==> config.mk <==
export PLATFORM = sky130hd
export DESIGN_NAME = pattern_tx_flat
export DESIGN_NICKNAME = d
export VERILOG_FILES = /design/src/rtl/pattern_tx_if.sv /design/src/rtl/pattern_tx.sv /design/src/flat_wrapper.sv
export SDC_FILE = /design/constraint.sdc
export NUM_CORES = 1
export LEC_CHECK = 0
export CAP_MARGIN = 20
export CORE_ASPECT_RATIO = 1.25
export CORE_MARGIN = 1.5
export CORE_UTILIZATION = 52
export CTS_BUF_LIST = sky130_fd_sc_hd__clkbuf_16
export CTS_CLUSTER_DIAMETER = 100
export DETAILED_ROUTE_END_ITERATION = 8
export GPL_TIMING_DRIVEN = 0
export HOLD_SLACK_MARGIN = 0.1
export MAX_ROUTING_LAYER = met4
export PLACE_DENSITY = 0.81
export SLEW_MARGIN = 20
export SYNTH_ARGS = -nofsm -noshare
export SYNTH_HDL_FRONTEND = slang
export SYNTH_SLANG_ARGS = --single-unit
==> constraint.sdc <==
create_clock -name clk -period 2.4 [get_ports clk]
set_input_delay 0.48 -clock clk [delete_from_list [all_inputs] [get_ports clk]]
set_output_delay 0.48 -clock clk [all_outputs]
set_load 0.05 [all_outputs]
==> src/rtl/pattern_tx_if.sv <==
// pattern_tx_if: word handshake between a payload source and pattern_tx
// Signals: in_data (payload word), in_valid (word offered), in_ready (word taken on this edge)
// Modports: master drives in_data/in_valid, slave drives in_ready
interface pattern_tx_if #(parameter int DATA_W = 8);
    logic [DATA_W-1:0] in_data;
    logic              in_valid;
    logic              in_ready;
    modport master (output in_data, in_valid, input in_ready);
    modport slave (input in_data, in_valid, output in_ready);
endinterface

==> src/rtl/pattern_tx.sv <==
// pattern_tx: serialises accepted words into preamble(1,0,1)/payload MSB-first/[parity]/stop(0) frames
// Ports: clk, areset_n (async active-low reset), bus (pattern_tx_if.slave: in_data, in_valid, in_ready),
//        out (registered serial bit), busy (frame in progress), frame_done (one-cycle pulse during STOP)
// Macro PATTERN_TX_PARITY_EN: when defined, an even-parity bit is sent between payload and STOP
module pattern_tx #(parameter int DATA_W = 8) (
    input  logic        clk,
    input  logic        areset_n,
    pattern_tx_if.slave bus,
    output logic        out,
    output logic        busy,
    output logic        frame_done
);
    localparam int CW = $clog2(DATA_W);
    typedef enum logic [2:0] {
        IDLE, PRE0, PRE1, PRE2, DATA,
`ifdef PATTERN_TX_PARITY_EN
        PAR,
`endif
        STOP
    } state_t;
    state_t            state;
    logic [DATA_W-1:0] sr;
    logic [CW-1:0]     cnt;
    logic              accept;
`ifdef PATTERN_TX_PARITY_EN
    logic              par;
`endif
    assign bus.in_ready = (state == IDLE) || (state == STOP);
    assign accept = bus.in_valid && bus.in_ready;
    // out/busy/frame_done are loaded with the value for the state being entered,
    // so each output bit appears in the same cycle as its state.
    always_ff @(posedge clk or negedge areset_n) begin
        if (!areset_n) begin
            state      <= IDLE;
            sr         <= '0;
            cnt        <= '0;
            out        <= 1'b0;
            busy       <= 1'b0;
            frame_done <= 1'b0;
`ifdef PATTERN_TX_PARITY_EN
            par        <= 1'b0;
`endif
        end else begin
            frame_done <= 1'b0;
            case (state)
                IDLE, STOP: begin
                    if (accept) begin
                        state <= PRE0;
                        sr    <= bus.in_data;
                        out   <= 1'b1;
                        busy  <= 1'b1;
`ifdef PATTERN_TX_PARITY_EN
                        par   <= ^bus.in_data;
`endif
                    end else begin
                        state <= IDLE;
                        out   <= 1'b0;
                        busy  <= 1'b0;
                    end
                end
                PRE0: begin
                    state <= PRE1;
                    out   <= 1'b0;
                end
                PRE1: begin
                    state <= PRE2;
                    out   <= 1'b1;
                end
                PRE2: begin
                    state <= DATA;
                    cnt   <= '0;
                    out   <= sr[DATA_W-1];
                    sr    <= sr << 1;
                end
                DATA: begin
                    if (cnt == CW'(DATA_W - 1)) begin
`ifdef PATTERN_TX_PARITY_EN
                        state      <= PAR;
                        out        <= par;
`else
                        state      <= STOP;
                        out        <= 1'b0;
                        frame_done <= 1'b1;
`endif
                    end else begin
                        cnt <= cnt + 1'b1;
                        out <= sr[DATA_W-1];
                        sr  <= sr << 1;
                    end
                end
`ifdef PATTERN_TX_PARITY_EN
                PAR: begin
                    state      <= STOP;
                    out        <= 1'b0;
                    frame_done <= 1'b1;
                end
`endif
                default: begin
                    state <= IDLE;
                    out   <= 1'b0;
                    busy  <= 1'b0;
                end
            endcase
        end
    end
endmodule
==> src/flat_wrapper.sv <==
// flat-port wrapper written by rule: the top's interface ports become plain ports
module pattern_tx_flat 
#(parameter int DATA_W = 8)
  (clk, areset_n, out, busy, frame_done, bus_in_data, bus_in_valid, bus_in_ready);
  pattern_tx_if #(.DATA_W(DATA_W)) bus_i ();
  input  logic clk;
  input  logic areset_n;
  output logic out;
  output logic busy;
  output logic frame_done;
  input wire logic [$bits(bus_i.in_data)-1:0] bus_in_data;
  input wire logic [$bits(bus_i.in_valid)-1:0] bus_in_valid;
  output wire logic [$bits(bus_i.in_ready)-1:0] bus_in_ready;
  assign bus_i.in_data = bus_in_data;
  assign bus_i.in_valid = bus_in_valid;
  assign bus_in_ready = bus_i.in_ready;
  pattern_tx #(.DATA_W(DATA_W)) u_core (.clk(clk), .areset_n(areset_n), .bus(bus_i), .out(out), .busy(busy), .frame_done(frame_done));
endmodule
Word level (Yosys, flattened, before mapping):

Cells that the tools add are included.

* bits of input ports: 11
* flip-flop bits (word level): 17

* add/sub/neg operators: 1
* mux-type cells: 14
* reduce and logical (&&, ||, !) cells: 9
* equality and inequality tests: 9

Operators by type and width (number)
* 8-bit case mux with 3 select lines: 1
* 8-bit two-way mux: 2
* 3-bit case mux with 5 select lines: 1
* 3-bit equality test, second input constant: 3
* 3-bit by 2-bit equality test with 1-bit output, second input constant: 2
* 3-bit two-way mux: 2
* 3-bit case mux with 2 select lines: 1
* 1-bit two-way mux: 5
* 2-bit by 1-bit != test with 1-bit output, second input constant: 2
* 1-bit case mux with 4 select lines: 1
* 4-bit OR reduction: 1
* 3-bit by 1-bit adder with 3-bit output, second input constant: 1
* 3-bit by 1-bit equality test with 1-bit output, second input constant: 1
* 3-bit logical NOT: 1
* 3-bit AND reduction: 1
* 3-bit nonzero test: 1
* 2-bit != test, second input constant: 1
* 1-bit case mux with 2 select lines: 1
* 2-bit AND reduction: 1
* 2-bit nonzero test: 1
* 2-bit OR reduction: 1
* 1-bit logical AND: 1
* 1-bit logical OR: 1

Depth between registers and ports, before layout:

* depth in word-level cells: 5
* depth in mapped cells: 7
* gate-level depth less buffers: 6

Worst setup path before layout:

Ideal clock, no wire load.

* path type: register -> register
* start point: register u_core.cnt[0]
* end point: register u_core.sr[1]
* stages on the path, launching flop included: 8
* required time: 2279 ps
* setup slack: 510 ps
* buffers on the path: 1
* data arrival time: 1769 ps
* cells stage by stage: dfrtp_1 ha_1 ha_1 or4b_4 o311a_4 buf_6 nand2_1 o21ai_2

* longest elaborated chain between the ends: 3

RTL lines
* start, declared: line pattern_tx.sv:23 `logic [CW-1:0] cnt;`
* start signal, assigned: line pattern_tx.sv:86 `cnt <= cnt + 1'b1;`
* 3-bit equality test: line pattern_tx.sv:76 `if (cnt == CW'(DATA_W - 1)) begin`
* 2-bit != test (no source line)
* 3-bit AND reduction (no source line)
* end signal, assigned: line pattern_tx.sv:49 `sr <= bus.in_data;`
* end signal, assigned: line pattern_tx.sv:73 `sr <= sr << 1;`
* end signal, assigned: line pattern_tx.sv:88 `sr <= sr << 1;`
* end, declared: line pattern_tx.sv:22 `logic [DATA_W-1:0] sr;`

No other way between the ends.
A chain may end at the register's enable or synchronous reset.

Final worst setup path:

* start point: register u_core.state[1]
* end point: output bus_in_ready

* longest elaborated chain between the ends: 2

RTL lines
* start, declared: line pattern_tx.sv:21 `state_t state;`
* start signal, assigned: line pattern_tx.sv:34 `state <= IDLE;`
* start signal, assigned: line pattern_tx.sv:48 `state <= PRE0;`
* start signal, assigned: line pattern_tx.sv:56 `state <= IDLE;`
* 3-bit equality test or 3-bit logical NOT (tied branches): line pattern_tx.sv:28 `assign bus.in_ready = (state == IDLE) || (state == STOP);`
* 1-bit logical OR (*): line pattern_tx.sv:28
* end, declared: line flat_wrapper.sv:13 `output wire logic [$bits(bus_i.in_ready)-1:0] bus_in_ready;`

Mark *: on every way between the ends. The rest lies on a longest branch, timed or not.

==> results.tsv <==
metric	value	unit
period utilisation layout	0.8962	
Bufs on Longest Clock Path	2	
Setup Buffers After CTS	0	
area grow syn2layout	24.49	%
Clk Latency, worst-skew pair	0.25	ns
Pint	1.025	mW
n_diodes	0	
worst hold path class	flop to flop	
largest fanout on the critical path	10	
final net count	142	
clk slew on worst S/H paths	0.05	ns
Clock Power Share	0.180	
Startpoint Class	flop	
Leak Pwr	0.5374	nW
row count	17	
grt total ovfl	0	
clk_skew	0.003723	ns
Mapped Area	985.9	um^2
asr flop ratio synth	1.000	
DRC Markers	0	
crit end category	output pin	
CTS-repair resized insts	1	
Final Hold Fails	0	
run status	finished, final reports clean	
critical path required time	1.92	ns
Syn Inst Count	110	
clock tree from TritonCTS	done	
Total GRT Usage	0.2372	
Slew @ Worst Pin	0.7739	ns
Initial Util	0.5585	
Initial DRT Pass Iterations	4	
die area	0.002168	mm^2
IO Pins	15	
Synth Net Count	123	
register share of total power	0.280	
RSZ-0062 raised after global routing	false	
Post-CTS Hold Buffers	0	
Peak Freq	464.9	MHz
htree depth	1	
worst rel slew slack	0.4825	
largest net degree at the start of global routing	18	
Core Area	0.001765	mm^2
via count	898	
FF+latch count, synth	17	
1st-iter DRT viols	17	
Antenna Violating Nets Remaining	0	
setup violators final	0	
Critical Setup Path Class	flop to output pin	
hold path depth	2	
DIE HEIGHT	51.69	um
leading cell type in the layout, fill and taps excluded	dfrtp_1	
Die W	41.95	um
Sw Ratio	0.4378	
Gate power share	0.539	
first-pass GRT wire length	3857	um
clock root buffer	clkbuf_16	
IO Port Bufs	14	
Psw	798.4	uW
Avg WL per Cell	15.09	um
cell area after placement	0.001150	mm^2
initial antenna violation count	0	
total CTS buffers	3	
Worst R2R Setup Slack	0.35	ns
WL final	2218	um
ys flop type	dfrtp_1	
number of synthesized flops with an enable pin	0	
PwrDens	1486	mW/mm^2
worst reg-to-reg path cell count	7	
VDD IR-drop max	0.0007838	V
commonest cells after routing, fill and taps aside	dfrtp_1 (17), nand2_1 (14), nor2_1 (13), clkdlybuf4s50_1 (13), o21ai_0 (9)	
DP HPWL	1510	um
YS warnings	0	
setup TNS	0	ns
post-synthesis sequential area ratio	0.4315	
Final GP Congestion	0.7868	
maxcap violations	0	
layout cells sized above 1	0.09375	
syn avg cell area	8.963	um^2
Final Max Slew Viols	0	
post-DR vias/cell	6.109	
post-route cell area	0.001227	mm^2
Crit path arrival time	1.67	ns
Clock Sinks	17	
Yosys cell types	30	
number of global-route vias before repair	902	
min cycle time layout	2.151	ns
WHS	0.5100	ns
[metrics by stage]
step,total power [mW],cells,setup WS (ns),util
after CTS,1.823,147,0.2379,0.6953
after detailed placement,1.491,143,0.2321,0.6513
final,1.824,147,0.2492,0.6953
after floorplan,1.248,110,0.5100,-
after global routing,1.954,147,0.1792,0.6953
after global placement,1.455,143,0.2597,0.6513
[final cells by class]
cell class	instances	area, um^2
clock inverter	1	3.754
tap	19	23.77
clock buffer	3	75.07
multi-input combinational	83	508.0
inverter	3	11.26
timing repair buffer	14	138.9
buffer	7	41.29
sequential	17	425.4
fill	149	538.0
[final timing paths]
check	endpoint	start
min in group asynchronous	u_core.sr[1]	areset_n
worst max-delay path	bus_in_ready	u_core.state[1]
worst min-delay path	u_core.sr[1]	u_core.sr[1]
max in group asynchronous	u_core.sr[4]	areset_n
worst max register to register	u_core.sr[7]	u_core.cnt[0]
worst min register to register	u_core.sr[1]	u_core.sr[1]
[per-layer routing]
metal,routed length (um),global-route usage,up-vias
met5,0,-,-
met4,29,0.1075,0
met3,74,0.03472,4
met2,1143,0.4036,24
met1,970,0.2781,433
li1,-,-,437
[Yosys cell counts (2+ instances only)]
| cell type | count | share of area |
|---|---|---|
| dfrtp_1 | 17 | 0.43 |
| o21ai_2 | 2 | 0.018 |
| nor2b_1 | 3 | 0.019 |
| nand2_1 | 14 | 0.053 |
| o21ai_0 | 9 | 0.046 |
| a21oi_1 | 4 | 0.020 |
| o221ai_1 | 7 | 0.062 |
| ha_1 | 2 | 0.025 |
| inv_1 | 3 | 0.011 |
| buf_2 | 3 | 0.015 |
| o22ai_1 | 2 | 0.013 |
| nor3b_1 | 8 | 0.061 |
| clkbuf_1 | 2 | 0.0076 |
| o21ai_1 | 6 | 0.030 |
| nor2_1 | 13 | 0.049 |
[worst max-delay path, cell delays in order, from the launching register on]
cell,delay [ns]
dfrtp_1,0.47
clkbuf_1,0.27
nor2_1,0.15
dlygate4sd2_1,0.53
[cells by family (layout without fill, tap and decap cells)]
kind of cell | Yosys count | after routing | share of synthesized area
compound gates | 36 | 36 | 0.2500
xor+xnor | 2 | 2 | 0.01777
fa+ha+maj | 2 | 2 | 0.02538
simple gates | 43 | 43 | 0.2221
buf+inv | 10 | 28 | 0.05330
flops | 17 | 17 | 0.4315
[power by group through the flow]
stage | logic (mW) | registers (mW) | clock network [mW]
6_report | 0.983 | 0.511 | 0.329
5_1_grt | 1.09 | 0.525 | 0.341
4_1_cts | 0.984 | 0.510 | 0.329
3_5_place_dp | 0.977 | 0.514 | 0
3_3_place_gp | 0.948 | 0.506 | 0
2_1_floorplan | 0.701 | 0.547 | 0
[registers in the layout (all words and copies together) (netlist names)]
signal,cells
u_core.sr,8
u_core.cnt,3
u_core.state,3
u_core.busy,1
u_core.frame_done,1
u_core.out,1
No activity file was read; power rests on OpenSTA's default activity.
